--- config.mk ---
export PLATFORM = sky130hd
export DESIGN_NAME = fp_op_sequencer
export DESIGN_NICKNAME = d
export VERILOG_FILES = /design/src/rtl/fp_op_sequencer.sv
export SDC_FILE = /design/constraint.sdc
export NUM_CORES = 1
export LEC_CHECK = 0
export CORE_UTILIZATION = 43
export CTS_BUF_LIST = sky130_fd_sc_hd__clkbuf_16
export CTS_CLUSTER_SIZE = 25
export DETAILED_ROUTE_END_ITERATION = 7
export HOLD_SLACK_MARGIN = 0.03
export PLACE_DENSITY = 0.86
export SLEW_MARGIN = 25
export SYNTH_ARGS = -nofsm -noshare
export SYNTH_HDL_FRONTEND = slang
export SYNTH_SLANG_ARGS = --single-unit
--- constraint.sdc ---
create_clock -name clk -period 9.6 [get_ports clk]
set_clock_uncertainty 0.05 [all_clocks]
set_input_delay 0.96 -clock clk [delete_from_list [all_inputs] [get_ports clk]]
set_output_delay 0.96 -clock clk [all_outputs]
set_load 0.02 [all_outputs]
--- src/rtl/fp_op_sequencer.sv ---
// fp_op_sequencer: single-issue FP coprocessor sequencer (IDLE -> EXEC -> WB) with sticky FCSR-style flags.
// Optional macro FP_EXC_TRAP_EN: writeback is suppressed and trap pulses on div-by-zero, sNaN or overflow.
module fp_op_sequencer #(
    parameter int LAT_ADD = 2,
    parameter int LAT_MUL = 3,
    parameter int LAT_DIV = 8,
    parameter int LAT_MOV = 1
) (
    input  logic        clk,
    input  logic        rst,
    input  logic        halted,
    input  logic        req_valid,
    output logic        req_ready,
    input  logic [4:0]  req_op,
    input  logic [4:0]  req_fs,
    input  logic [4:0]  req_ft,
    input  logic [4:0]  req_fd,
    output logic [4:0]  fs_num,
    output logic [4:0]  ft_num,
    input  logic [31:0] fs_data,
    input  logic [31:0] ft_data,
    output logic [31:0] alu_a,
    output logic [31:0] alu_b,
    output logic [4:0]  alu_control,
    input  logic [31:0] alu_result,
    input  logic [6:0]  alu_flags,
    output logic        wb_we,
    output logic [4:0]  wb_num,
    output logic [31:0] wb_data,
    output logic        busy,
    output logic        pipe_stall,
    input  logic        flags_clr,
    output logic [6:0]  fcsr_flags,
    output logic        trap
);

    localparam int LAT_MAX_AM = (LAT_ADD > LAT_MUL) ? LAT_ADD : LAT_MUL;
    localparam int LAT_MAX_DM = (LAT_DIV > LAT_MOV) ? LAT_DIV : LAT_MOV;
    localparam int LAT_MAX    = (LAT_MAX_AM > LAT_MAX_DM) ? LAT_MAX_AM : LAT_MAX_DM;
    localparam int CNT_W      = (LAT_MAX > 1) ? $clog2(LAT_MAX) : 1;

    typedef enum logic [1:0] {
        S_IDLE = 2'b00,
        S_EXEC = 2'b01,
        S_WB   = 2'b10
    } state_t;

    state_t             state_q;
    state_t             state_d;
    logic [CNT_W-1:0]   cnt_q;
    logic [6:0]         flags_q;
    logic               accept;
    logic               exc_hit;

    // Counter preload is LAT-1 so EXEC lasts exactly LAT cycles (capture on cnt==0).
    function automatic logic [CNT_W-1:0] lat_init(input logic [1:0] op_class);
        case (op_class)
            2'b00:   lat_init = CNT_W'(LAT_ADD - 1);
            2'b01:   lat_init = CNT_W'(LAT_MUL - 1);
            2'b10:   lat_init = CNT_W'(LAT_DIV - 1);
            default: lat_init = CNT_W'(LAT_MOV - 1);
        endcase
    endfunction

`ifdef FP_EXC_TRAP_EN
    assign exc_hit = flags_q[6] | flags_q[4] | flags_q[0];
`else
    assign exc_hit = 1'b0;
`endif

    assign fs_num     = req_fs;
    assign ft_num     = req_ft;
    assign accept     = req_valid && req_ready;
    assign busy       = (state_q != S_IDLE);
    assign pipe_stall = req_valid && !req_ready;

    // NOTE: sequential state uses non-blocking assignments so every register samples pre-edge values.
    always_ff @(posedge clk or posedge rst) begin
        if (rst) begin
            state_q <= S_IDLE;
        end else begin
            state_q <= state_d;
        end
    end

    // NOTE: every output of this block gets a default first, so no path can infer a latch.
    always_comb begin
        state_d   = state_q;
        req_ready = 1'b0;
        wb_we     = 1'b0;
        trap      = 1'b0;
        case (state_q)
            S_IDLE: begin
                req_ready = !halted;
                if (req_valid && !halted) begin
                    state_d = S_EXEC;
                end
            end
            S_EXEC: begin
                if (cnt_q == '0) begin
                    state_d = S_WB;
                end
            end
            S_WB: begin
                wb_we   = !exc_hit;
                trap    = exc_hit;
                state_d = S_IDLE;
            end
            default: begin
                state_d = S_IDLE;
            end
        endcase
    end

    always_ff @(posedge clk or posedge rst) begin
        if (rst) begin
            alu_a       <= '0;
            alu_b       <= '0;
            alu_control <= '0;
            wb_num      <= '0;
            wb_data     <= '0;
            cnt_q       <= '0;
            flags_q     <= '0;
            fcsr_flags  <= '0;
        end else begin
            if (accept) begin
                alu_a       <= fs_data;
                alu_b       <= ft_data;
                alu_control <= req_op;
                wb_num      <= req_fd;
                cnt_q       <= lat_init(req_op[4:3]);
            end else if (state_q == S_EXEC) begin
                if (cnt_q == '0) begin
                    wb_data <= alu_result;
                    flags_q <= alu_flags;
                end else begin
                    cnt_q <= cnt_q - 1'b1;
                end
            end

            // A clear coinciding with WB drops the old flags but keeps the completing op's flags.
            if (state_q == S_WB) begin
                fcsr_flags <= (flags_clr ? 7'd0 : fcsr_flags) | flags_q;
            end else if (flags_clr) begin
                fcsr_flags <= '0;
            end
        end
    end

endmodule

### Word-level counts from Yosys, hierarchy flattened

Index checks and enable logic that the tools add are counted.

* $add $sub $neg: 1
* multiply operators: 0
* div/mod/pow operators: 0
* order comparisons: 0
* equal/unequal tests: 7
* shift operators: 0
* muxes and demuxes: 11
* bitwise logic cells: 2
* reduce and logical (&&, ||, !) cells: 13

Operator list (count)
* $mux W7: 2
* $mux W3: 3
* $pmux W3 S3: 1
* $or A7 B7 Y7: 1
* $ne A2 B2 Y1 const B: 3
* $eq A2 B1 Y1 const B: 2
* $eq A2 B2 Y1 const B: 2
* $logic_not A2 Y1: 2
* $mux W2: 2
* $pmux W2 S2: 1
* $reduce_and A2 Y1: 2
* $reduce_bool A2 Y1: 2
* $logic_and A1 B1 Y1: 3
* $logic_not A3 Y1: 1
* $reduce_and A3 Y1: 1
* $sub A3 B1 Y3 const B: 1
* $logic_not A1 Y1: 2
* $mux W1: 2
* $not A1 Y1: 1

* flip-flop bits (word level): 125
* latch bits: 0
* RAM bits: 0
* ROM bits: 0
* input port bits: 128
* output and inout port bits: 128
* word-level logic and storage cells: 43
* memories kept: 0

### Logic depth before layout (Yosys ltp)

Gate-level depths: netlist (run 1).

* depth in word-level cells: 5
* mapped depth: 6
* gate-level depth less buffers: 5

### Worst setup path before layout (run 1)

OpenSTA, ideal clock, no wires.

* kind: input -> output
* start point: input halted
* end point: output pipe_stall
* arrival: 1483 ps
* data required time: 8590 ps
* path slack: 7107 ps
* stages on the path: 2
* path buffers: 0
* path through: nor2_1 > nor2b_1

* cells in the longest elaborated chain, start to end: 4

RTL lines
* start, declared: line 11 `input logic halted,`
* $logic_not A1 Y1: line 94 `req_ready = !halted;`
* $mux W1: line 92 `case (state_q)`
* $logic_not A1 Y1: line 75 `assign pipe_stall = req_valid && !req_ready;`
* $logic_and A1 B1 Y1: line 75
* end, declared: line 31 `output logic pipe_stall,`

No other way between the ends.

### Final worst setup path (run 1)

Ends and elaborated chain as after synthesis.

==> flow_summary.json, run 1 <==
{
  "synthTopCellsByArea": "dfrtp_1 64%, mux2_2 26%, buf_4 1.7%, ha_1 1.5%, buf_2 1.2%",
  "critPathRequiredTime_ns": 8.59,
  "p_switching_mw": 0.888,
  "whs_ns": 0.430,
  "rsz0062_at_grt": "no",
  "r2r_start": "state_q[1]",
  "tritoncts": "done",
  "cp-start-kind": "input pin",
  "p_leak_nw": 3.29,
  "timing.final.crit_share": 0.350,
  "setup_viol": 0,
  "crit_fanout": 2,
  "grt_use_total": 0.194,
  "htreeDepth": 4,
  "clockBufferDepth": 2,
  "synthTopCellsByCount": "125 x dfrtp_1, 111 x mux2_2, 13 x inv_1, 12 x buf_2, 11 x buf_4",
  "ys_types": 23,
  "synth_seq_cells": 125,
  "core_um2": 10900,
  "syn_nets": 450,
  "status": "finished clean",
  "path_cells": "clkdlybuf4s50_1 > nor2_1 > nor2b_1 > clkdlybuf4s50_1",
  "crit_slowest_cell": "clkdlybuf4s50_1",
  "rows": 38,
  "powerDensity_nw_per_um2": 347,
  "synth_top_area_cell": "dfrtp_1",
  "synth_top_area_frac": 0.640,
  "grt_pass1_wl_mm": 17.1,
  "hp-class": "register to register",
  "timing.final.max_slew_violations": 0,
  "cpPeakStageDelay_ns": 0.62,
  "grt_pass1_vias": 3498,
  "gp_congestion": 0.796,
  "tightest_slew_ns": 1.02,
  "yosysWarnings": 0,
  "clkPwrFrac": 0.213,
  "cp-startpoint": "halted",
  "cts_root_buffer": "clkbuf_16",
  "area.growth.synth_to_final_pct": 60.2,
  "dr.pass1.iters": 4,
  "grt_max_degree": 82,
  "routed_wl_mm": 11.2,
  "fp.dieW_um": 109,
  "hold_buffers": 0,
  "synth.most_common_cell": "dfrtp_1",
  "cts_setup_buffers": 0,
  "hold_viol": 0,
  "dieHeight_um": 109,
  "multiInputGateArea_um2": 1570,
  "syn_inst": 316,
  "cap_violations": 0,
  "start_util": 0.447,
  "register_area_um2": 3130,
  "clock_latency_ns": 0.39,
  "drc_errors": 0,
  "num_vias": 3322,
  "first_iter_violations": 144,
  "hp-start": "wb_data[5]",
  "antenna_cells": 0,
  "cp_num_buf_inv": 2,
  "port_buffers": 234,
  "drive_gt1_frac": 0.258,
  "cp-end-kind": "output pin",
  "cp_top_family": "buffers and inverters",
  "max_freq_mhz": 298,
  "overflow": 0,
  "critPathKind": "input pin to output pin",
  "antenna_found_initial": 0,
  "seq_power_share": 0.337,
  "cts-resized-gates": 0,
  "ys_async_sr_fraction": 1.00,
  "viasPerCell": 4.76,
  "synth_edf_count": 0,
  "ir_drop_v": 0.000190,
  "finalCriticalPeriod_ns": 3.36,
  "ant_nets": 0,
  "switching_share": 0.327,
  "p_comb_frac": 0.451,
  "numCtsBuffers": 17,
  "avgSynthCellArea_um2": 15.5,
  "layout.nets": 682,
  "cts_sinks": 125,
  "slew_headroom": 0.318,
  "synth-seq-area-share": 0.640,
  "crit_arrival_ns": 2.35,
  "p_int_mw": 1.83,
  "clk_pin_slew_ns": 0.05,
  "cpMostUsedCell": "clkdlybuf4s50_1",
  "die-area_um2": 11800,
  "synth_ff_type": "dfrtp_1",
  "hpwl_mm": 8.12,
  "fillers": 756,
  "synth_area_um2": 4890,
  "wl_per_cell_um": 16.0,
  "tns_ns": 0,
  "ios": 256
}
sequential cells by signal, indices dropped and copies added (netlist names):
register	count
fcsr_flags	7
alu_control	5
flags_q	7
cnt_q	3
state_q	2
alu_a	32
alu_b	32
wb_data	32
wb_num	5
path summary, 6_finish.rpt:
| kind | to | slack [ns] | cells after the start |
|---|---|---|---|
| max in group asynchronous | alu_a[8] | 7.46 | 3 |
| min | wb_data[5] | 0.43 | 1 |
| max | pipe_stall | 6.24 | 4 |
| max reg2reg | alu_a[15] | 7.38 | 3 |
| min reg2reg | wb_data[5] | 0.43 | 1 |
| min in group asynchronous | alu_a[17] | 0.92 | 2 |
per-stage QoR:
step / std cells / worst slack [ns] / instance area (µm²) / util / power, mW
final: 698 / 6.24 / 7830 / 0.716 / 2.71
after global routing: 698 / 6.21 / 7830 / 0.716 / 2.86
after CTS: 698 / 6.23 / 7820 / 0.715 / 2.75
after detailed placement: 669 / 6.24 / 7290 / 0.666 / 2.16
after global placement: 669 / 6.31 / 7290 / 0.666 / 2.12
after floorplan: 316 / 5.26 / 4890 / - / 1.55
cells in the final DEF, fill, tap and decap left out, drive strengths merged:
cell	n
mux2i	3
a21o	1
a21oi	2
or2	1
nor3b	1
bufinv	2
nand2b	1
nand2	8
o31a	1
mux2	113
conb	1
buf	3
clkinv	7
inv	15
and3	1
o21ai	8
clkinvlp	1
nor4b	1
nor2b	3
nor2	2
dfrtp	125
clkbuf	17
ha	6
a311oi	1
clkdlybuf4s50	234
power by group through the flow:
stage	Combinational [mW]	Sequential [mW]	Clock (mW)
global placement	1.21	0.907	0
finish	1.22	0.913	0.577
floorplan	0.349	1.20	0
detailed placement	1.24	0.923	0
global route	1.29	0.949	0.616
CTS	1.24	0.918	0.590
cells by family after synthesis:
kind of cell               share of synthesized area
AOI/OAI and AO/OA                             0.0154
adders and majority gates                     0.0154
buffers and inverters                         0.0399
DFF                                            0.640
muxes                                          0.267
other                                       0.000768
and+or+nand+nor                               0.0218
area by class of cell:
| type | count | area share |
|---|---|---|
| flip-flops and latches | 125 | 0.400 |
| repair buffers | 237 | 0.303 |
| multi-input cells | 154 | 0.200 |
| clock buffers | 17 | 0.0544 |
| well taps | 140 | 0.0224 |
| clock inverters | 12 | 0.0139 |
| inverters | 13 | 0.00656 |
routing by layer:
layer	vias up	track usage	routed length, µm
met5	-	0	0
met4	0	0.0753	206
met3	16	0.0753	1070
met2	156	0.342	5740
met1	1611	0.209	4140
li1	1539	-	-
(Power assumes the default switching activity.)
==> inputs of run 2 (changes only) <==
CORE_UTILIZATION = 40   (was 43)
PLACE_DENSITY = 0.81   (was 0.86)
clock period = 3.4 ns   (was 9.6 ns; I/O delays follow)
==> flow_summary.json, run 2 (synthesis gave the netlist of run 1 again) <==
{
  "status": "finished clean",
  "place_area_um2": 7320,
  "tightest_slew_ns": 0.663,
  "crit_slowest_cell": "clkdlybuf4s50_1",
  "use_met1": 0.196,
  "antenna_cells": 0,
  "fillers": 907,
  "clk_pin_slew_ns": 0.05,
  "start_util": 0.408,
  "htreeDepth": 4,
  "crit_fanout": 8,
  "final_core_util": 0.651,
  "drc_errors": 0,
  "grt_pass1_wl_mm": 18.3,
  "ios": 256,
  "slew_headroom": 0.558,
  "p_leak_nw": 3.26,
  "grt_use_total": 0.190,
  "critPathKind": "register to output pin",
  "antenna_found_initial": 0,
  "hp-class": "register to register",
  "max_freq_mhz": 404,
  "cp-start-kind": "register",
  "cts_root_buffer": "clkbuf_16",
  "area.growth.synth_to_final_pct": 59.4,
  "die-area_um2": 12700,
  "grtUsageMet3": 0.0772,
  "timing.final.crit_share": 0.728,
  "ant_nets": 0,
  "timing.final.max_slew_violations": 0,
  "final_common_cell": "clkdlybuf4s50_1",
  "clockBufferDepth": 2,
  "first_iter_violations": 116,
  "routed_wl_mm": 11.5,
  "hold_buffers": 0,
  "cpPeakStageDelay_ns": 0.72,
  "cap_violations": 0,
  "num_vias": 3340,
  "layout.nets": 682,
  "wl_per_cell_um": 16.4,
  "place_ws_ns": 1.30,
  "reg.largest.list": "alu_a (32), alu_b (32), wb_data (32)",
  "grt_max_degree": 126,
  "gp_congestion": 0.713,
  "viasPerCell": 4.75,
  "cts-resized-gates": 0,
  "fp.dieW_um": 113,
  "layout_common_cells": "234 x clkdlybuf4s50_1, 125 x dfrtp_1, 111 x mux2_2, 17 x clkbuf_16, 16 x inv_1",
  "cts_setup_buffers": 0,
  "overflow": 0,
  "rsz0062_at_grt": "no",
  "cp-end-kind": "output pin",
  "cp_num_buf_inv": 1,
  "hpwl_mm": 8.42,
  "drive_gt1_frac": 0.248,
  "ir_drop_v": 0.000479,
  "clock_latency_ns": 0.40,
  "hold_viol": 0,
  "critPathRequiredTime_ns": 3.01,
  "busiest_layer": "met2",
  "stdcell_area_um2": 7790,
  "grt_pass1_vias": 3636,
  "numCtsBuffers": 17,
  "tritoncts": "done",
  "cts_sinks": 125,
  "cp_top_family": "buffers and inverters",
  "powerDensity_nw_per_um2": 962,
  "setup_viol": 0,
  "globalRouteMet2Util": 0.338,
  "fin_ws_ns": 0.925,
  "crit_arrival_ns": 2.08,
  "rows": 40,
  "core_um2": 12000,
  "tns_ns": 0,
  "path_cells": "nor2b_1 > clkdlybuf4s50_1",
  "dieHeight_um": 113,
  "port_buffers": 234,
  "dr.pass1.iters": 4,
  "finalPower_mw": 7.49,
  "finalCriticalPeriod_ns": 2.47
}
## run 2: cell count changes in the layout (fill, tap and decap cells not counted), sizes merged
cell    delta
inv        +1
clkinv     -1
bufinv     -2
## run 2: power by group
group	internal, mW	switching [mW]
clock	0.882	0.561
sequential	2.22	0.371
combinational	1.90	1.56
total	4.99	2.50
## run 2: metal layers
layer / vias to the layer above / share of wire
met5: - / 0
met2: 156 / 0.53
met4: 0 / 0.020
li1: 1533 / -
met1: 1632 / 0.36
met3: 19 / 0.083
## run 2: per-stage QoR
stage	cells	hold slack [ns]
finish	703	0.429
global route	703	0.445
CTS	703	0.431
detailed placement	676	0.419
global placement	676	0.410
floorplan	316	0.386
## run 2: worst paths after layout
check / start / end / slack, ns / cells after the start
max: state_q[1] / wb_we / 0.93 / 2
min: flags_q[3] / fcsr_flags[3] / 0.43 / 2
max reg2reg: cnt_q[0] / wb_data[10] / 1.40 / 6
min reg2reg: flags_q[3] / fcsr_flags[3] / 0.43 / 2
max in group asynchronous: rst / alu_b[30] / 2.37 / 3
min in group asynchronous: rst / alu_b[1] / 0.44 / 3
## run 2: worst register-to-register path, delay by kind of cell, from the launching register on
kind          cells  cell delay (ns)
buf+inv           2             0.57
simple gates      2             0.33
flops             1             0.36
fa+ha+maj         1             0.16
mux               1             0.41
## run 2: final cells by class
| class | instances | area (µm²) | area share |
|---|---|---|---|
| clock buffers | 17 | 425 | 0.0546 |
| clock inverters | 10 | 41.3 | 0.00530 |
| repair buffers | 237 | 2390 | 0.307 |
| well taps | 147 | 184 | 0.0236 |
| multi-input cells | 154 | 1570 | 0.201 |
| inverters | 13 | 52.6 | 0.00675 |
| flip-flops and latches | 125 | 3130 | 0.402 |
==> inputs of run 3 (changes only) <==
CORE_UTILIZATION = 36   (was 40)
PLACE_DENSITY = 0.77   (was 0.81)
clock period = 2.24 ns   (was 3.4 ns; I/O delays follow)
==> flow_summary.json, run 3 (synthesis gave the netlist of run 1 again) <==
{
  "hp-class": "input pin to asynchronous set/reset pin",
  "hold_viol": 0,
  "setup_viol": 0,
  "num_vias": 3411,
  "status": "finished clean",
  "cts_root_buffer": "clkbuf_16",
  "die-area_um2": 14000,
  "seq_power_share": 0.336,
  "cap_violations": 0,
  "p_leak_nw": 3.32,
  "area.growth.synth_to_final_pct": 62.5,
  "grt_pass1_vias": 3660,
  "crit_fanout": 5,
  "path_cells": "or2_2 > clkdlybuf4s50_1",
  "final_common_cell": "clkdlybuf4s50_1",
  "finalCriticalPeriod_ns": 2.10,
  "timing.final.max_slew_violations": 0,
  "reg2reg_slack_ns": 0.35,
  "rr_endpoint": "wb_data[28]",
  "max_freq_mhz": 477,
  "antenna_found_initial": 0,
  "gp_congestion": 0.785,
  "r2r_cells": 6,
  "switching_share": 0.330,
  "ios": 256,
  "tns_ns": 0,
  "cp-start-kind": "register",
  "viasPerCell": 4.62,
  "start_util": 0.369,
  "layout_common_cells": "232 x clkdlybuf4s50_1, 125 x dfrtp_1, 111 x mux2_2, 17 x inv_1, 17 x clkbuf_16",
  "ir_drop_v": 0.000823,
  "tritoncts": "done",
  "clk_pin_slew_ns": 0.05,
  "cp-startpoint": "state_q[1]",
  "crit_arrival_ns": 1.82,
  "layout.nets": 684,
  "grt_max_degree": 126,
  "antenna_cells": 0,
  "clkPwrFrac": 0.213,
  "cp-end-kind": "output pin",
  "cpPeakStageDelay_ns": 0.59,
  "tightest_slew_ns": 0.649,
  "port_buffers": 234,
  "grt_use_total": 0.173,
  "critPathRequiredTime_ns": 1.97,
  "critPathCapture": "busy",
  "dieHeight_um": 119,
  "htreeDepth": 4,
  "fp.dieW_um": 119,
  "routed_wl_mm": 11.7,
  "cts_sinks": 125,
  "dr.pass1.iters": 4,
  "wl_per_cell_um": 15.8,
  "reg.largest.list": "alu_a (32), alu_b (32), wb_data (32)",
  "r2r_start": "cnt_q[0]",
  "core_um2": 13200,
  "fin_ws_ns": 0.145,
  "rows": 42,
  "hpwl_mm": 8.53,
  "hold_buffers": 0,
  "powerDensity_nw_per_um2": 1480,
  "clockBufferDepth": 2,
  "numCtsBuffers": 17,
  "critPathKind": "register to output pin",
  "first_iter_violations": 111,
  "slew_headroom": 0.567,
  "overflow": 0,
  "place_ws_ns": 0.286,
  "grt_pass1_wl_mm": 18.5,
  "p_int_mw": 7.85,
  "ant_nets": 0,
  "rsz0062_at_grt": "no",
  "timing.final.crit_share": 0.935,
  "p_switching_mw": 3.87,
  "crit_slowest_cell": "clkdlybuf4s50_1",
  "p_comb_frac": 0.451,
  "clock_latency_ns": 0.40,
  "finalPower_mw": 11.7,
  "drive_gt1_frac": 0.254,
  "drc_errors": 0
}
## run 3: how the worst min path moves through the flow
stage                   start            end  slack [ns]  cells after the start
3_3_place_gp        req_fs[4]      fs_num[4]        0.40                      0
2_1_floorplan       flags_clr  fcsr_flags[4]        0.27                      1
6_report                  rst       alu_b[7]        0.32                      3
4_1_cts        alu_result[10]    wb_data[10]        0.35                      2
3_5_place_dp        req_fs[4]      fs_num[4]        0.40                      0
5_1_grt             req_fd[4]      wb_num[4]        0.36                      2
## run 3: layer usage
layer  routed length (µm)  GRT usage  vias up
li1                     -          -     1554
met1                 4350      0.183     1669
met2                 6000      0.294      164
met3                  995     0.0700       24
met4                  311     0.0910        0
met5                    0          0        -
## run 3: power by group through the flow
stage               Combinational (mW)  Sequential [mW]  Clock (mW)
floorplan                         1.50             5.14           0
global placement                  5.22             3.93           0
detailed placement                5.33             3.99           0
CTS                               5.34             3.96        2.59
global route                      5.55             4.09        2.69
finish                            5.28             3.94        2.50
## run 3: cell type report
class                      count  area (µm²)
clock inverter                15         116
sequential                   125        3130
tap                          176         220
timing repair buffer         239        2430
fill                        1061        5310
clock buffer                  17         425
multi-input combinational    154        1570
inverter                      13        52.6
## run 3: repair_timing
item	4_1_cts	5_1_grt
gates resized for setup	2	0
buffers inserted	0	0
endpoints found under the setup margin	2	0
## run 3: per-stage QoR
step | utilization | hold WS, ns | std cells | area [µm²]
2_1_floorplan | - | 0.270 | 316 | 4890
3_3_place_gp | 0.559 | 0.398 | 707 | 7400
3_5_place_dp | 0.559 | 0.398 | 707 | 7400
4_1_cts | 0.599 | 0.354 | 739 | 7940
5_1_grt | 0.599 | 0.360 | 739 | 7940
6_report | 0.599 | 0.324 | 739 | 7940
## run 3: worst max-delay path, delay by kind of cell (launching register included)
family,cells,cell delay (ns)
buf+inv,1,0.59
flops,1,0.46
simple gates,1,0.37
==> RTL change 1: new RTL, config.mk and constraints of run 3 <==
Make the reset (`rst`) synchronous in 2 clocked blocks.
--- a/src/rtl/fp_op_sequencer.sv
+++ b/src/rtl/fp_op_sequencer.sv
@@ -75,7 +75,7 @@
     assign pipe_stall = req_valid && !req_ready;
 
     // NOTE: sequential state uses non-blocking assignments so every register samples pre-edge values.
-    always_ff @(posedge clk or posedge rst) begin
+    always_ff @(posedge clk) begin
         if (rst) begin
             state_q <= S_IDLE;
         end else begin
@@ -112,7 +112,7 @@
         endcase
     end
 
-    always_ff @(posedge clk or posedge rst) begin
+    always_ff @(posedge clk) begin
         if (rst) begin
             alu_a       <= '0;
             alu_b       <= '0;
Formal check against the unedited RTL: differs if rst is asserted again (counterexample within 4 cycles, from zero or initial values and one cycle with rst high); with rst held inactive, the same outputs for 4 cycles.
==> RTL change 1 against run 3 <==
- final cell count increased by 31%
- sequential cell count unchanged
- final area shrank 5.2%
- worst setup slack got worse by 20 ps
- via count up 31%
- fmax is 0.95% lower
- critical path type unchanged
- synthesized area is 6.0% lower
- wire length up 13%
Power is not compared: it rests on default switching activity, and its combinational part moved more than twofold at a synthesized area within 25%.
==> RTL change 1: results (changes against run 3) <==
| Metric | Value |
|---|---|
| Outcome | completed (unchanged) |
| CP arrival | 1840 ps (was 1820 ps) |
| Final net count | 919 (was 684) |
| Max stage delay on crit path | 700 ps (was 590 ps) |
| DRT iter0 DRCs | 207 (was 111) |
| Post-synthesis async set-or-reset flop share | 0% (was 100.0%) |
| Vias in the first global route | 4,285 (was 3,660) |
| Layout cells sized above 1 | 6.391% (was 25.40%) |
| Cts bufs inserted | 17 (unchanged) |
| DR WL/cell | 13.65 um (was 15.78 um) |
| Buffer count from post-CTS setup fixing | 0 (unchanged) |
| Root Buffer | clkbuf_16 (unchanged) |
| Max cap viols | 0 (unchanged) |
| CTS max path bufs | 2 (unchanged) |
| DP Wirelength | 9363 um (was 8534 um) |
| Largest net degree at the start of global routing | 48 (was 126) |
| Peak supply drop | between 0.0004 and 0.0005 V |
| Pin slew with the least headroom to its limit | 538.0 ps (was 649.2 ps) |
| Syn Nets | 708 (was 450) |
| IO buf count | 234 (unchanged) |
| Post-DR vias/cell | 4.628 (was 4.616) |
| DP Area | 0.006985 mm2 (was 0.007398 mm2) |
| Synth warnings | 0 (unchanged) |
| Adder-cell share of the synthesized area | 1.635% (was 1.536%) |
| First-pass GRT wire length | 20,420 um (was 18,510 um) |
| CP max stage cell | clkdlybuf4s50_1 (unchanged) |
| Top Registers | alu_a x32, alu_b x32, wb_data x32 (unchanged) |
| Total GRT Usage | 19.89% (was 17.27%) |
| Syn Inst Count | 574 (was 316) |
| P_leak | between 2 and 3 nW |
| Initial DRT Pass Iterations | 4 (unchanged) |
| Final wirelength | 13,190 um (was 11,660 um) |
| Xor/xnor cell area share of the yosys netlist | 0.1908% (was 0%) |
| Mux contribution to synthesized area | 0.4906% (was 26.66%) |
| Antenna violations before repair | 0 (unchanged) |
| Synth Flop Type | dfxtp_1 (was dfrtp_1) |
| Pre-CTS setup slack | 160.9 ps (was 286.1 ps) |
| Post_cts resized | 0 (was 2) |
| Top cells by count, synth | 227 x nand2_1, 125 x dfxtp_1, 110 x a21oi_1 (was 125 x dfrtp_1, 111 x mux2_2, 13 x inv_1) |
| H-tree depth | 4 (unchanged) |
| Max FO, Critical Path | 4 (was 5) |
| Latest clock arrival within the worst-skew pair | 400 ps (about the same) |
| Min-delay worst type | primary input to flop (was primary input to asynchronous set/reset pin) |
| CP top delay family | buffers and inverters (unchanged) |
| Top cells by area, synth | dfxtp_1 55%, nand2_1 19%, a21oi_1 12% (was dfrtp_1 64%, mux2_2 26%, buf_4 1.7%) |
| Clk slew on worst S/H paths | 50 ps (about the same) |
| Seq/Total Area, Yosys | 54.51% (was 64.02%) |
| Post-synthesis cell type count | 26 (was 23) |
| Compound-Gate Fraction of Synth Area | 14.55% (was 1.536%) |
| Placed cell count | 934 (was 707) |
| Antenna cells | 0 (unchanged) |
| Final GP Congestion | 0.7346 (was 0.7854) |
## RTL change 1: cell count changes after synthesis, sizes merged, moves of 3 or more
cell    change
nand2     +219
dfrtp     -125
dfxtp     +125
a21oi     +118
mux2      -111
clkbuf     +21
nor2       +12
inv         -8
nor2b       +8
o21ai       -8
buf         +6
mux2i       -3
## RTL change 1: final timing paths
kind	startpoint	endpoint	slack [ps]	cells past startpoint
setup / recovery	state_q[1]	req_ready	120	2
hold / removal	rst	fcsr_flags[4]	240	2
setup reg to reg	state_q[1]	alu_a[12]	420	5
hold reg to reg	wb_data[1]	wb_data[1]	400	2
## RTL change 1: power by group
part	switching, mW	internal [mW]
combinational	0.404	0.434
clock	0.909	1.59
sequential	0.0542	2.33
total	1.37	4.35
## RTL change 1: per-layer routing
layer	global-route usage, %	share of wire (%)	routed length, um
met4	8.658	1.6	213
met3	8.382	9.8	1293
met1	22.72	41	5438
met5	0	0	0
met2	32.57	47	6239
## RTL change 1: cell families after synthesis
kind of cell / count (synthesis)
AND/OR/NAND/NOR: 259
adder cells (fa/ha/maj): 6
AO/OA/AOI/OAI: 124
buffers and inverters: 56
flip-flops: 125
XOR/XNOR: 1
other: 1
multiplexers: 2
## RTL change 1: area by class of cell
type / instances / area (um2)
clock buffer: 17 / 425.4
tap: 168 / 210.2
sequential: 125 / 2502
timing repair buffer: 243 / 2445
clock inverter: 15 / 116.4
inverter: 5 / 18.77
multi-input combinational: 393 / 1809
fill: 1076 / 4684
==> RTL change 2: new RTL, config.mk and constraints of run 3 <==
Made on the original files. Set the parameter `LAT_MUL` to 6 (it was 3).
--- a/src/rtl/fp_op_sequencer.sv
+++ b/src/rtl/fp_op_sequencer.sv
@@ -2,7 +2,7 @@
 // Optional macro FP_EXC_TRAP_EN: writeback is suppressed and trap pulses on div-by-zero, sNaN or overflow.
 module fp_op_sequencer #(
     parameter int LAT_ADD = 2,
-    parameter int LAT_MUL = 3,
+    parameter int LAT_MUL = 6,
     parameter int LAT_DIV = 8,
     parameter int LAT_MOV = 1
 ) (
Formal check against the unedited RTL: not equivalent (Yosys sat finds a counterexample within 10 cycles, from zero or initial values and one cycle with rst high).
==> RTL change 2 against run 3 <==
- via count about the same
- final cell count increased by 0.27%
- synthesized cell count decreased by 0.95%
- highest routed layer unchanged
- synthesized area increased by 0.49%
- largest cell class unchanged
- final area increased by 0.69%
- worst setup slack got worse by 80 ps
- sequential cell count unchanged
- total power increased by 1.6%
- global-route usage about the same
- clock power increased by 8%
- largest power group unchanged
- critical path depth increased by 2
- wire length decreased by 0.87%
==> RTL change 2: results (changes against run 3) <==
| Metric | Value |
|---|---|
| CP max stage cell | clkdlybuf4s50_1 (unchanged) |
| Top cells by count, synth | 125 x dfrtp_1, 113 x mux2_2, 17 x buf_4 (was 125 x dfrtp_1, 111 x mux2_2, 13 x inv_1) |
| Outcome | completed (unchanged) |
| Placed cell count | 709 (was 707) |
| Seq/Total Area, Yosys | 63.71% (was 64.02%) |
| Max stage delay on crit path | 530 ps (was 590 ps) |
| Peak supply drop | 0.0007238 V (was 0.0008228 V) |
| Max FO, Critical Path | 4 (was 5) |
| Largest net degree at the start of global routing | 126 (unchanged) |
| CP startpoint | state_q[1] (unchanged) |
| Filler cells | 1,030 (was 1,061) |
| Syn Inst Count | 313 (was 316) |
| Via Count | 3,408 (was 3,411) |
| Layout cells sized above 1 | 27.26% (was 25.40%) |
| Top Registers | alu_a x32, alu_b x32, wb_data x32 (unchanged) |
| Buffer count from post-CTS setup fixing | 0 (unchanged) |
| Latest clock arrival within the worst-skew pair | 400 ps (about the same) |
| IO buf count | 234 (unchanged) |
| Antenna violations before repair | 0 (unchanged) |
| Clk slew on worst S/H paths | 50 ps (about the same) |
| H-tree depth | 4 (unchanged) |
| Cts bufs inserted | 17 (unchanged) |
| DR WL/cell | 15.60 um (was 15.78 um) |
| First-pass GRT wire length | 18,730 um (was 18,510 um) |
| Total GRT Usage | 17.23% (was 17.27%) |
| Worst hold slack | 330.1 ps (was 324.3 ps) |
| P_leak | 3.340 nW (was 3.321 nW) |
| Root Buffer | clkbuf_16 (unchanged) |
| Top cells by area, synth | dfrtp_1 64%, mux2_2 26%, buf_4 2.6% (was dfrtp_1 64%, mux2_2 26%, buf_4 1.7%) |
| Worst r2r path cells | 4 (was 6) |
| CP top delay family | buffers and inverters (unchanged) |
| Final net count | 684 (unchanged) |
| CP arrival | 1900 ps (was 1820 ps) |
| Final GP Congestion | 0.7464 (was 0.7854) |
| Vias in the first global route | 3,695 (was 3,660) |
| Post-DR vias/cell | 4.599 (was 4.616) |
| Post-synthesis cell type count | 22 (was 23) |
| DP Area | 0.007410 mm2 (was 0.007398 mm2) |
| Post-synthesis async set-or-reset flop share | 100.0% (unchanged) |
| Reg2reg setup slack | 480 ps (was 350 ps) |
| FF-to-FF End | alu_a[2] (was wb_data[28]) |
| DRT iter0 DRCs | 95 (was 111) |
| Initial DRT Pass Iterations | 4 (unchanged) |
| Critical path destination | pipe_stall (was busy) |
| Antenna cells | 0 (unchanged) |
| Syn Nets | 445 (was 450) |
| Synth warnings | 0 (unchanged) |
| CTS max path bufs | 2 (unchanged) |
| Pin slew with the least headroom to its limit | 660.0 ps (was 649.2 ps) |
| DP Wirelength | 8201 um (was 8534 um) |
| Min-delay worst type | primary input to asynchronous set/reset pin (unchanged) |
| Post_cts resized | 0 (was 2) |
==> RTL change 2: cell count changes in the layout (fill, tap and decap cells not counted), moves of 2 or more <==
cell | before | now
dlygate4sd2_1 | 2 | 0
mux2_2 | 111 | 113
inv_1 | 17 | 13
clkinv_4 | 0 | 2
buf_4 | 1 | 6
mux2_1 | 2 | 0
ha_1 | 6 | 4
==> RTL change 2: kinds of logic after synthesis <==
family	count (synthesis)	share of synthesized area, %
adder cells (fa/ha/maj)	4	1.019
AO/OA/AOI/OAI	12	1.453
multiplexers	116	26.53
buffers and inverters	37	5.046
other	1	0.07638
flip-flops	125	63.71
AND/OR/NAND/NOR	18	2.166
==> RTL change 2: layout make-up <==
type / instances / area [um2] / share of cell area (%)
clock buffer: 17 / 425.4 / 5.322
clock inverter: 15 / 155.1 / 1.941
inverter: 13 / 52.55 / 0.6575
multi-input combinational: 151 / 1541 / 19.29
sequential: 125 / 3128 / 39.14
tap: 176 / 220.2 / 2.755
timing repair buffer: 244 / 2470 / 30.90
==> RTL change 2: through the flow <==
step | util [%] | worst slack (ps)
3_5_place_dp | 55.73 | 253.9
2_1_floorplan | - | 426.7
3_3_place_gp | 55.73 | 314.2
5_1_grt | 60.12 | 13.22
6_report | 60.12 | 64.28
4_1_cts | 60.10 | 4.086
==> RTL change 2: routing by layer <==
metal / track usage [%] / part of all wire, %
met3: 6.515 / 8.2
met4: 7.041 / 1.7
met1: 19.83 / 40
met5: 0 / 0
met2: 28.76 / 50
==> RTL change 2: where the power goes <==
group | switching, mW | leakage (nW) | internal (mW)
combinational | 2.37 | 1.55 | 2.92
clock | 0.964 | 0.281 | 1.72
sequential | 0.563 | 1.50 | 3.36
total | 3.89 | 3.34 | 8.00
